### src/rtl/fetch_stage_pkg.sv
// Shared pipeline definitions for the fetch stage: NOP/halt encodings and FSM states.
package fetch_stage_pkg;

  localparam logic [31:0] NOP_WORD      = 32'h0000_0000;
  localparam logic [31:0] HALT_WORD_DEF = 32'hFFFF_FFFF;

  typedef enum logic [1:0] {
    RUN   = 2'd0,
    DRAIN = 2'd1,
    DONE  = 2'd2
  } fetch_state_t;

endpackage

### src/rtl/fetch_stage_if.sv
// Fetch-stage bus: hazard/branch controls and imem data in, PC and IF/ID contents out.
interface fetch_stage_if;
  logic        Stall;
  logic        BranchTaken_D;
  logic [31:0] BranchTarget_D;
  logic [31:0] Instr_F;
  logic [31:0] PC_F;
  logic [31:0] Instr_D;
  logic [31:0] PCPlus4_D;
  logic        Valid_D;
  logic        Done;

  // Fetch stage side: owns PC and the IF/ID register.
  modport master (
    input  Stall, BranchTaken_D, BranchTarget_D, Instr_F,
    output PC_F, Instr_D, PCPlus4_D, Valid_D, Done
  );

  // Environment side: hazard unit, decode branch logic, instruction memory.
  modport slave (
    output Stall, BranchTaken_D, BranchTarget_D, Instr_F,
    input  PC_F, Instr_D, PCPlus4_D, Valid_D, Done
  );
endinterface

### src/rtl/fetch_stage_if_id_reg.sv
// IF/ID pipeline register: load on enable, synchronous flush to a bubble.
module if_id_reg
  import fetch_stage_pkg::*;
(
  input  logic        clk,
  input  logic        reset,
  input  logic        en_i,
  input  logic        flush_i,
  input  logic [31:0] instr_i,
  input  logic [31:0] pcplus4_i,
  output logic [31:0] instr_o,
  output logic [31:0] pcplus4_o,
  output logic        valid_o
);

  logic [31:0] instr_q;
  logic [31:0] pcplus4_q;
  logic        valid_q;

  // Flush wins over load; with neither, the register holds (stall).
  always_ff @(posedge clk) begin
    if (reset || flush_i) begin
      instr_q   <= NOP_WORD;
      pcplus4_q <= 32'h0;
      valid_q   <= 1'b0;
    end else if (en_i) begin
      instr_q   <= instr_i;
      pcplus4_q <= pcplus4_i;
      valid_q   <= 1'b1;
    end
  end

  assign instr_o   = instr_q;
  assign pcplus4_o = pcplus4_q;
  assign valid_o   = valid_q;

endmodule

### src/rtl/fetch_stage.sv
// Instruction fetch: PC register, run/drain/done FSM, halt detection and IF/ID register.
module fetch_stage
  import fetch_stage_pkg::*;
#(
  parameter logic [31:0] RESET_PC     = 32'h0000_0000,
  parameter logic [31:0] HALT_WORD    = HALT_WORD_DEF,
  parameter int unsigned DRAIN_CYCLES = 4
) (
  input  logic          clk,
  input  logic          reset,
  fetch_stage_if.master bus
);

  localparam logic [3:0] DRAIN_LAST = 4'(DRAIN_CYCLES - 1);

  fetch_state_t state_q;
  logic [31:0]  pc_q;
  logic [31:0]  pc_plus4;
  logic [3:0]   cnt_q;
  logic         done_q;

  logic         ifid_en;
  logic         ifid_flush;
  logic [31:0]  instr_d_q;
  logic [31:0]  pcplus4_d_q;
  logic         valid_d_q;
  logic         halt_seen;

  assign pc_plus4  = pc_q + 32'd4;
  assign halt_seen = valid_d_q && (instr_d_q == HALT_WORD);

  // IF/ID control: stall holds, branch/halt inject a bubble, DRAIN/DONE keep it a bubble.
  always_comb begin
    ifid_en    = 1'b0;
    ifid_flush = 1'b0;
    if (state_q == RUN) begin
      if (!bus.Stall) begin
        if (bus.BranchTaken_D || halt_seen) ifid_flush = 1'b1;
        else                                ifid_en    = 1'b1;
      end
    end else begin
      ifid_flush = 1'b1;
    end
  end

  // FSM, PC and drain counter. Done is registered and sticky until reset.
  always_ff @(posedge clk) begin
    if (reset) begin
      state_q <= RUN;
      pc_q    <= RESET_PC;
      cnt_q   <= 4'd0;
      done_q  <= 1'b0;
    end else begin
      case (state_q)
        RUN: begin
          if (!bus.Stall) begin
            if (bus.BranchTaken_D) begin
              pc_q <= bus.BranchTarget_D;
            end else if (halt_seen) begin
              state_q <= DRAIN;
              cnt_q   <= 4'd0;
            end else begin
              pc_q <= pc_plus4;
            end
          end
        end
        DRAIN: begin
          // Stall/branch ignored: decode only holds bubbles now.
          if (cnt_q == DRAIN_LAST) begin
            state_q <= DONE;
            done_q  <= 1'b1;
          end else begin
            cnt_q <= cnt_q + 4'd1;
          end
        end
        DONE: begin
          done_q <= 1'b1;
        end
        default: state_q <= RUN;
      endcase
    end
  end

  if_id_reg u_if_id (
    .clk       (clk),
    .reset     (reset),
    .en_i      (ifid_en),
    .flush_i   (ifid_flush),
    .instr_i   (bus.Instr_F),
    .pcplus4_i (pc_plus4),
    .instr_o   (instr_d_q),
    .pcplus4_o (pcplus4_d_q),
    .valid_o   (valid_d_q)
  );

  assign bus.PC_F      = pc_q;
  assign bus.Instr_D   = instr_d_q;
  assign bus.PCPlus4_D = pcplus4_d_q;
  assign bus.Valid_D   = valid_d_q;
  assign bus.Done      = done_q;

endmodule

### src/flat_wrapper.sv
// flat-port wrapper written by rule: the top's interface ports become plain ports
module fetch_stage_flat import fetch_stage_pkg::*;
#(
  parameter logic [31:0] RESET_PC     = 32'h0000_0000,
  parameter logic [31:0] HALT_WORD    = HALT_WORD_DEF,
  parameter int unsigned DRAIN_CYCLES = 4
)
  (clk, reset, bus_Stall, bus_BranchTaken_D, bus_BranchTarget_D, bus_Instr_F, bus_PC_F, bus_Instr_D, bus_PCPlus4_D, bus_Valid_D, bus_Done);
  fetch_stage_if bus_i ();
  input  logic clk;
  input  logic reset;
  input wire logic [$bits(bus_i.Stall)-1:0] bus_Stall;
  input wire logic [$bits(bus_i.BranchTaken_D)-1:0] bus_BranchTaken_D;
  input wire logic [$bits(bus_i.BranchTarget_D)-1:0] bus_BranchTarget_D;
  input wire logic [$bits(bus_i.Instr_F)-1:0] bus_Instr_F;
  output wire logic [$bits(bus_i.PC_F)-1:0] bus_PC_F;
  output wire logic [$bits(bus_i.Instr_D)-1:0] bus_Instr_D;
  output wire logic [$bits(bus_i.PCPlus4_D)-1:0] bus_PCPlus4_D;
  output wire logic [$bits(bus_i.Valid_D)-1:0] bus_Valid_D;
  output wire logic [$bits(bus_i.Done)-1:0] bus_Done;
  assign bus_i.Stall = bus_Stall;
  assign bus_i.BranchTaken_D = bus_BranchTaken_D;
  assign bus_i.BranchTarget_D = bus_BranchTarget_D;
  assign bus_i.Instr_F = bus_Instr_F;
  assign bus_PC_F = bus_i.PC_F;
  assign bus_Instr_D = bus_i.Instr_D;
  assign bus_PCPlus4_D = bus_i.PCPlus4_D;
  assign bus_Valid_D = bus_i.Valid_D;
  assign bus_Done = bus_i.Done;
  fetch_stage #(.RESET_PC(RESET_PC), .HALT_WORD(HALT_WORD), .DRAIN_CYCLES(DRAIN_CYCLES)) u_core (.clk(clk), .reset(reset), .bus(bus_i));
endmodule
### config.mk
export PLATFORM = sky130hd
export DESIGN_NAME = fetch_stage_flat
export DESIGN_NICKNAME = d
export VERILOG_FILES = /design/src/rtl/fetch_stage_pkg.sv /design/src/rtl/fetch_stage_if.sv /design/src/rtl/fetch_stage_if_id_reg.sv /design/src/rtl/fetch_stage.sv /design/src/flat_wrapper.sv
export SDC_FILE = /design/constraint.sdc
export NUM_CORES = 1
export LEC_CHECK = 0
export ABC_CLOCK_PERIOD_IN_PS = 3680
export CAP_MARGIN = 20
export CORE_MARGIN = 1.5
export CORE_UTILIZATION = 50
export CTS_CLUSTER_DIAMETER = 80
export CTS_CLUSTER_SIZE = 16
export DETAILED_ROUTE_END_ITERATION = 7
export PLACE_DENSITY = 0.86
export SLEW_MARGIN = 20
export SYNTH_ARGS = -nofsm -noshare
export SYNTH_HDL_FRONTEND = slang
export SYNTH_HIERARCHICAL = 1
export SYNTH_SLANG_ARGS = --single-unit
### constraint.sdc
create_clock -name clk -period 3.68 [get_ports clk]
set_input_delay 0.736 -clock clk [delete_from_list [all_inputs] [get_ports clk]]
set_output_delay 0.736 -clock clk [all_outputs]
set_load 0.1 [all_outputs]
# Word level (Yosys, flattened, before mapping)

Index checks and enable logic that the tools add are counted.

Muxes and demuxes: 20
Reduce and logical (&&, ||, !) cells: 10
Bitwise gates (word level): 2
Eq/ne operators: 10
$add $sub $neg: 2
Multipliers: 0
Div/mod/pow operators: 0
Order comparisons: 0
Shifts and indexed selects: 0

Operator list:

| cell                  | number |
|---|---|
| $mux 32               | 2 |
| $add 32x3->32 const B | 1 |
| $eq 32x32->1 const B  | 1 |
| $mux 4                | 4 |
| $reduce_and 5->1      | 2 |
| $mux 2                | 4 |
| $ne 2x2->1 const B    | 4 |
| $pmux 4 s2            | 1 |
| $mux 1                | 7 |
| $pmux 2 s3            | 1 |
| $add 4x1->4 const B   | 1 |
| $eq 4x2->1 const B    | 1 |
| $ne 2x1->1 const B    | 2 |
| $reduce_bool 2->1     | 2 |
| $reduce_and 3->1      | 1 |
| $eq 2x1->1 const B    | 1 |
| $eq 2x2->1 const B    | 1 |
| $logic_not 2->1       | 1 |
| $logic_or 1x1->1      | 2 |
| $not 1->1             | 2 |
| $pmux 1 s2            | 1 |
| $reduce_and 2->1      | 1 |
| $logic_and 1x1->1     | 1 |

Input bits: 68
Word-level logic and storage cells: 51
Memories: 0
Latch bits: 0
Memory bits (read-only): 0
Bits in registers: 104
Bits in writable memories: 0

# Longest topological paths before layout

Gate-level depths: netlist of run 1.

Depth after elaboration: 7
Mapped depth: 9
Mapped depth without buffers: 8

# Modules after synthesis

Netlist of run 1, hierarchy kept.

Modules (own cells, without submodules):

| module      | area an instance (um^2) | instances | cells each | sequential area each (um^2) |
|---|---|---|---|---|
| fetch_stage | 2813.9                  | 1         | 370        | 780.7 |
| if_id_reg   | 2339.7                  | 1         | 210        | 1301.2 |

# Worst setup path after synthesis of run 1

Ideal clock, no wire load.

Kind: reg-to-reg
From: register u_core.pc_q[10], in the netlist u_core/bus.PC_F[10]
To: register u_core.pc_q[19], in the netlist u_core/bus.PC_F[19]
Clock period less this slack: 2.990 ns
Path slack: 0.690 ns
Required time: 3.562 ns
Arrival: 2.872 ns
Path buffers: 2
Stages on the path, launching flop included: 8
Cell sequence: dfxtp_1 buf_2 nand3_1 or4_1 buf_4 o21a_1 or3_1 a32o_1

Cells in the longest elaborated chain, start to end: 3

Ends and longest elaborated chain:

| element                | line              | text |
|---|---|---|
| start, declared        | fetch_stage.sv:17 | `logic [31:0] pc_q;` |
| start signal, assigned | fetch_stage.sv:58 | `pc_q <= bus.BranchTarget_D;` |
| start signal, assigned | fetch_stage.sv:63 | `pc_q <= pc_plus4;` |
| $add 32x3->32          | fetch_stage.sv:29 | `assign pc_plus4 = pc_q + 32'd4;` |
| $mux 32                | fetch_stage.sv:59 | `end else if (halt_seen) begin` |
| $mux 32                | fetch_stage.sv:57 | `if (bus.BranchTaken_D) begin` |

No other way between the ends. The select of a mux whose other input is x is not followed.
A chain may end at the register's enable or synchronous reset.

# Worst setup path after layout of run 1

From: register u_core.pc_q[17], in the netlist u_core/bus.PC_F[17]
To: output bus_PC_F[17]

RTL lines:

| element       | line               | text |
|---|---|---|
| end, declared | flat_wrapper.sv:16 | `output wire logic [$bits(bus_i.PC_F)-1:0] bus_PC_F;` |

No word-level cell between the ends.

==> results of run 1 <==
-- kinds of logic (layout without fill, tap and decap cells) --
| family | count (synthesis) | in the layout | synth area share |
|---|---|---|---|
| muxes | 66 | 66 | 0.1284 |
| AOI/OAI and AO/OA | 106 | 106 | 0.1491 |
| DFF | 104 | 104 | 0.4040 |
| adders and majority gates | 2 | 2 | 0.004855 |
| buffers and inverters | 59 | 199 | 0.06433 |
| xor gates and xnor gates | 24 | 24 | 0.04079 |
| and+or+nand+nor | 219 | 219 | 0.2085 |
-- power groups by stage --
stage | combinational [mW] | clock (mW) | sequential, mW
6_report | 0.626 | 0.713 | 1.21
5_1_grt | 0.650 | 0.766 | 1.22
4_1_cts | 0.623 | 0.721 | 1.21
3_5_place_dp | 0.622 | 0 | 1.23
3_3_place_gp | 0.613 | 0 | 1.23
2_1_floorplan | 0.185 | 0 | 1.48
-- final cells by class --
class | instances | area, sq um | area share
Clock inverter | 7 | 73.82 | 0.01058
Sequential cell | 104 | 2082 | 0.2983
Multi-Input combinational cell | 417 | 2759 | 0.3953
Inverter | 8 | 30.03 | 0.004303
Tap cell | 133 | 166.4 | 0.02384
Clock buffer | 9 | 123.9 | 0.01775
Timing Repair Buffer | 175 | 1744 | 0.2499
-- synthesized netlist by cell type (5+ instances only) --
library cell / instances / area (sq um)
nor3_1: 17 / 85.08
xnor2_1: 12 / 105.1
a21oi_1: 18 / 90.09
a211oi_1: 6 / 45.04
buf_6: 12 / 135.1
inv_1: 6 / 22.52
o311ai_0: 8 / 70.07
nand2_1: 35 / 131.4
buf_2: 7 / 35.03
o21a_1: 6 / 45.04
xor2_1: 12 / 105.1
or3_1: 6 / 37.54
o32ai_1: 6 / 52.55
a211o_1: 5 / 43.79
o21ai_0: 14 / 70.07
nand4_1: 18 / 112.6
clkbuf_1: 29 / 108.9
nor4_1: 8 / 50.05
or2_2: 5 / 31.28
nor2_1: 88 / 330.3
o2111ai_1: 5 / 43.79
mux2i_1: 65 / 650.6
nand3_1: 16 / 80.08
a31oi_1: 6 / 37.54
dfxtp_1: 104 / 2082
o31ai_1: 10 / 75.07
-- stage by stage --
stage	hold slack, ps	utilization	cell area, sq um	setup slack (ps)
finish	463.9	0.7075	6979	827.9
global route	501.3	0.7075	6979	729.9
CTS	465.2	0.7075	6979	826.6
detailed placement	439.5	0.6875	6782	730.0
global placement	441.8	0.6875	6782	836.5
floorplan	449.4	-	5154	690.1
-- worst paths after layout --
kind,to,slack (ps)
max reg2reg,u_core/bus.PC_F[29],830
max,bus_PC_F[17],830
min,u_core/bus.Done,460
min reg2reg,u_core/bus.Done,460
-- placed cells by master, fill, tap and decap left out, types with 5 or more instances in the layout --
cell,netlist,layout
o311ai_0,8,8
clkbuf_8,0,9
a21oi_1,18,18
xor2_1,12,12
or2_2,5,6
nand2_1,35,35
a31oi_1,6,6
clkdlybuf4s50_1,0,163
buf_4,3,9
mux2i_1,65,65
inv_1,6,6
o21a_1,6,6
o21ai_0,14,14
nor3_1,17,15
o31ai_1,10,10
a211o_1,5,5
xnor2_1,12,12
nor4_1,8,8
nand4_1,18,18
o32ai_1,6,6
o2111ai_1,5,5
or3_1,6,6
a211oi_1,6,6
nand3_1,16,16
nor2_1,88,88
dfxtp_1,104,104
-- registers in the layout (all words and copies together), names as in the netlist --
name,cells
u_core/cnt_q,4
u_core/state_q,2
u_core/u_if_id/valid_o,1
u_core/bus.PC_F,32
u_core/u_if_id/pcplus4_o,32
u_core/bus.Done,1
u_core/u_if_id/instr_o,32
-- worst register-to-register path, stage by stage (launching register included) --
cell	delay, ps
dfxtp_1	400
nand4_1	120
or4_4	590
or4_1	850
nand2_1	580
o32ai_1	180
-- metal layers --
layer | GRT usage | vias up
met1 | 0.3593 | 2440
li1 | - | 2372
met3 | 0.05326 | 29
met5 | 0 | -
met2 | 0.4690 | 278
met4 | 0.08829 | 0
==> impl_results.md, run 1 <==
- Power Density: 365.4 nW/um^2
- M1 WL: 6502 microns
- CP Depth: 1
- Antenna Cells: 0
- Main flop type after synthesis: dfxtp_1
- Number of CTS-inserted buffers: 9
- Post-synthesis sequential area ratio: 0.4040
- Critical Path Slowest Stage Cell: clkdlybuf4s50_1
- Layout Area Growth over Synthesis: 35.42%
- Final ANT Viol Nets: 0
- Number of cell rows: 36
- FFs w/ async S/R, synth: 0
- Vias in the first global route: 4951
- Placed insts: 837
- Gate power share: 0.245
- Crit-path cells: clkdlybuf4s50_1
- Pre-Repair DR Iteration Count: 5
- Post-route DRC: 0
- Peak Freq: about 350 MHz
- Crit. End Element: primary output
- CP Launch Type: flop
- Clk slew on worst S/H paths: 110 ps
- Final wirelength: 15530 microns
- Final hold viol count: 0
- CTS Buffer Depth: 2
- Synthesized area: 5154 sq um
- Hold Buf Count CTS: 0
- Yosys warnings: 6
- Fillers: 750
- Die Ht: 104.5 microns
- Total Routing Usage GR: 0.2789
- RR Startpoint: u_core/u_if_id/instr_o[17]
- Io pins: between 150 and 200
- Share of post-route cells with drive strength above 1: 0.05694
- Post-synthesis area per instance: 8.886 sq um
- Worst endpoint required time: 2940 ps
- Hold wc startpoint: u_core/bus.Done
- First-pass GRT wire length: approximately 25000 microns
- Kind of critical path: flop to primary output
- Design Power: 2.550 mW
- Uppermost layer routed: met4
- Total number of vias: ~5000
- Clk pwr share: 0.280
- Flops & latches, synth: 104
- CORE AREA: 9864 sq um
- 1st-iter DRT viols: ~400
- CP bufs+invs: 1
- # setup viols final: 0
- Largest net degree at the start of global routing: 53
- Worst Hold Class: flop to flop
- Reg2reg path depth: 5
- DR vias/cell: 6.001
- TritonCTS Sinks: 104
- Net Sw Power: 0.9191 mW
- Peak supply drop: 0.2112 mV
- Run status: finished, final reports clean
- Sw Ratio: 0.3604
- Total gr overflow: 0
- Final critical-path required period: 2852 ps
- Met3 WL post-DR: 1350 microns
- MaxCap Viol Count: 0
- Root Buffer: clkbuf_8
- Final #Nets: 785
- Synthesized instance count: 580
- Clk_skew: ~11 ps
- Initial antenna violation count: 0
- Final period utilization: 0.7750
- Distinct cells, synth: 52
- Worst-path fanout max: 9
- Crit path launch: u_core/bus.PC_F[17]
- Metal2 WL: roughly 7400 microns
- Setup total negative slack: 0 ps
- # H-tree levels: 3
- Resize count post-CTS: 0
- Die Width: 104.5 microns
- RSZ-0062 raised after global routing: no
- P_leak: ~2.5 nW
- Dpl hpwl: roughly 11000 microns
- Internal: roughly 1.6 mW
- Die area: 10930 sq um
- Worst Path Arrival: 2120 ps
- Slew margin rel.: 0.3155
- Family with the most delay on the worst path: buffers and inverters
- Post-synth EDFFs: 0
- IO buf count: 165
- CTS tree: yes
- Slowest Stage Delay on Critical Path: 1200 ps
- Cell Count, Final, Fillers Out: roughly 850
- Post-CTS Setup Bufs: 0
- Pins Over Slew Limit: 0
- Starting Density: 0.5225
- Drt wl/cell: 18.21 microns
- Synthesized Nets: 650
- Power share of the sequential group: 0.475
- Final GP Congestion: 0.9238
- Hold path depth: 1
- Clock latency on the worst-skew pair: 370 ps
- Worst-margin pin slew: 1024 ps
(Power assumes the default switching activity.)
==> inputs of run 2 (changes only) <==
- ABC_CLOCK_PERIOD_IN_PS: 3680 -> 2500
- CORE_UTILIZATION: 50 -> 42
- PLACE_DENSITY: 0.86 -> 0.77
- clock period: 3.68 -> 2.5 ns (I/O delays scaled with it)
==> run 2 against run 1 <==
  * Routed wire length up 1.4%
  * Worst hold slack lost 5.5 ps
  * Register-to-register slack lost 710 ps
  * Sequential power rose by 47%
  * Cell count is 3.3% higher
  * Via count down 2.5%
  * Utilization decreased by 12 points
  * Combinational power is 46% higher
  * Clock power rose by 89%
  * Setup slack worse by 710 ps
  * Global-route usage decreased by 3.8 points
  * Sequential share of layout area rose by 1.1 points
  * Critical endpoint is now u_core/bus.PC_F[29]
  * Largest cell class unchanged
  * Largest power group unchanged
  * Highest routed layer is now met5
==> impl_results.md, run 2 (same netlist as run 1, synthesis figures left out) <==
- Clk pwr share: 0.334 (was 0.280)
- Slew margin rel.: 0.5506 (was 0.3155)
- RSZ-0062 raised after global routing: no (unchanged)
- Crit. End Element: flop (was primary output)
- Share of post-route cells with drive strength above 1: 0.2752 (was 0.05694)
- Die area: 12940 sq um (was 10930 sq um)
- Clk_skew: 9.396 ps (was 11.14 ps)
- Setup total negative slack: 0 ps (unchanged)
- Worst-path fanout max: 12 (was 9)
- Final #Nets: 799 (was 785)
- Fillers: 1093 (was 750)
- Total number of vias: 4993 (was 5119)
- Clock latency on the worst-skew pair: 350 ps (was 370 ps)
- Design Power: 4.044 mW (was 2.550 mW)
- 1st-iter DRT viols: 341 (was 402)
- CTS Buffer Depth: 2 (unchanged)
- CP Launch Type: flop (unchanged)
- Total gr overflow: 0 (unchanged)
- Sw Ratio: 0.3380 (was 0.3604)
- Power Density: 571.5 nW/um^2 (was 365.4 nW/um^2)
- Starting Density: 0.4291 (was 0.5225)
- Worst-margin pin slew: 667.9 ps (was 1024 ps)
- Pins Over Slew Limit: 0 (unchanged)
- Power share of the sequential group: 0.440 (was 0.475)
- Peak Freq: 419.7 MHz
- Most frequent cells in the layout: buf_4 (118), nor2_1 (88), clkdlybuf4s50_1 (66) (was clkdlybuf4s50_1 (163), dfxtp_1 (104), nor2_1 (88))
- Gate power share: 0.226 (was 0.245)
- CORE AREA: 12010 sq um (was 9864 sq um)
- Root Buffer: clkbuf_16 (was clkbuf_8)
- Dpl hpwl: 11290 microns (was 10970 microns)
- Clk slew on worst S/H paths: 70 ps (was 110 ps)
- Pre-Repair DR Iteration Count: 5 (unchanged)
- Post-route DRC: 0 (unchanged)
- Worst endpoint required time: 2720 ps (was 2940 ps)
- Final ANT Viol Nets: 0 (unchanged)
- Met2 usage: 0.3908 (was 0.4690)
- Final wirelength: 15750 microns (was 15530 microns)
- Kind of critical path: flop to flop (was flop to primary output)
- IO buf count: 165 (unchanged)
- Run status: finished, final reports clean (unchanged)
- Antenna Cells: 0 (unchanged)
- Most common cell after layout, fill and taps aside: buf_4 (was clkdlybuf4s50_1)
- Internal: 2.677 mW (was 1.631 mW)
- Io pins: 166 (unchanged)
- Met1 Use GR: 0.3081 (was 0.3593)
- First-pass GRT wire length: 24680 microns (was 24940 microns)
- Worst Path Arrival: 2600 ps (was 2120 ps)
- MaxCap Viol Count: 0 (unchanged)
- Drt wl/cell: 17.87 microns (was 18.21 microns)
- Hold Buf Count CTS: 0 (unchanged)
- # H-tree levels: 3 (unchanged)
- Vias in the first global route: 4824 (was 4951)
- Worst Hold Class: flop to flop (unchanged)
- Final GP Congestion: 0.8924 (was 0.9238)
- TritonCTS Sinks: 104 (unchanged)
- Largest net degree at the start of global routing: 57 (was 53)
- Peak supply drop: 0.3333 mV (was 0.2112 mV)
- GR peak layer: met2 (unchanged)
- Initial antenna violation count: 1 (was 0)
- Final hold viol count: 0 (unchanged)
- Final critical-path required period: 2383 ps
- P_leak: 2.788 nW (was 2.473 nW)
- Design area: 7077 sq um (was 6979 sq um)
- Layout Area Growth over Synthesis: 37.31% (was 35.42%)
- # setup viols final: 0 (unchanged)
- Global Route met3 Usage: 0.06164 (was 0.05326)
- Net Sw Power: 1.367 mW (was 0.9191 mW)
- Number of CTS-inserted buffers: 9 (unchanged)
- Total Routing Usage GR: 0.2413 (was 0.2789)
- Die Ht: 113.8 microns (was 104.5 microns)
- Die Width: 113.8 microns (was 104.5 microns)
- Final period utilization: 0.9532
- DR vias/cell: 5.667 (was 6.001)
- Number of cell rows: 40 (was 36)
- Post-CTS Setup Bufs: 0 (unchanged)
- CTS tree: yes (unchanged)
- Post-DP Area: 6793 sq um (was 6782 sq um)
-- run 2: area by class of cell --
| class | count | area, sq um | area share |
|---|---|---|---|
| well taps | 147 | 183.9 | 0.02599 |
| inverters | 8 | 30.03 | 0.004243 |
| clock buffers | 9 | 225.2 | 0.03182 |
| flip-flops and latches | 104 | 2188 | 0.3092 |
| clock inverters | 7 | 53.80 | 0.007603 |
| repair buffers | 189 | 1632 | 0.2306 |
| multi-input cells | 417 | 2764 | 0.3906 |
-- run 2: path summary, 6_finish.rpt --
path,from,end,slack (ps),depth (start not counted)
max,u_core/u_if_id/valid_o,u_core/bus.PC_F[29],120,6
min,u_core/bus.Done,u_core/bus.Done,460,1
max reg2reg,u_core/u_if_id/valid_o,u_core/bus.PC_F[29],120,6
min reg2reg,u_core/bus.Done,u_core/bus.Done,460,1
-- run 2: power groups by stage --
stage                     combinational (mW)  clock, mW  sequential [mW]
after floorplan                        0.272          0             2.18
after global placement                 0.899          0             1.81
after detailed placement               0.911          0             1.81
after CTS                              0.913       1.39             1.78
after global routing                   0.950       1.45             1.79
final                                  0.913       1.35             1.78
-- run 2: metrics by stage --
stage               cells  hold slack, ps  setup slack [ps]    util
floorplan             580           449.4             4.847       -
global placement      865           448.1             158.3  0.5655
detailed placement    865           450.7             122.1  0.5655
CTS                   881           467.9             94.51  0.5888
global route          881           483.5             41.17  0.5892
finish                881           458.4             117.1  0.5892
-- run 2: per-layer routing --
metal  vias to the layer above  share of wire  wire (microns)
met5                         -        0.00083              13
met4                         2          0.023             363
met3                        30          0.084            1321
li1                       2403              -               -
met2                       221           0.45            7159
met1                      2337           0.44            6887
-- run 2: worst max-delay path: stages (launching register included) --
cell and delay [ps]:
dfxtp_4 360, nand4_1 110, or4_4 610, or4_1 690, nand2_1 210, buf_12 160, o32ai_1 100
-- run 2: timing repair --
| item | CTS | global route |
|---|---|---|
| endpoints found under the hold margin | 0 | 0 |
| resized for setup | 0 | 1 |
| setup endpoints to repair | 0 | 41 |
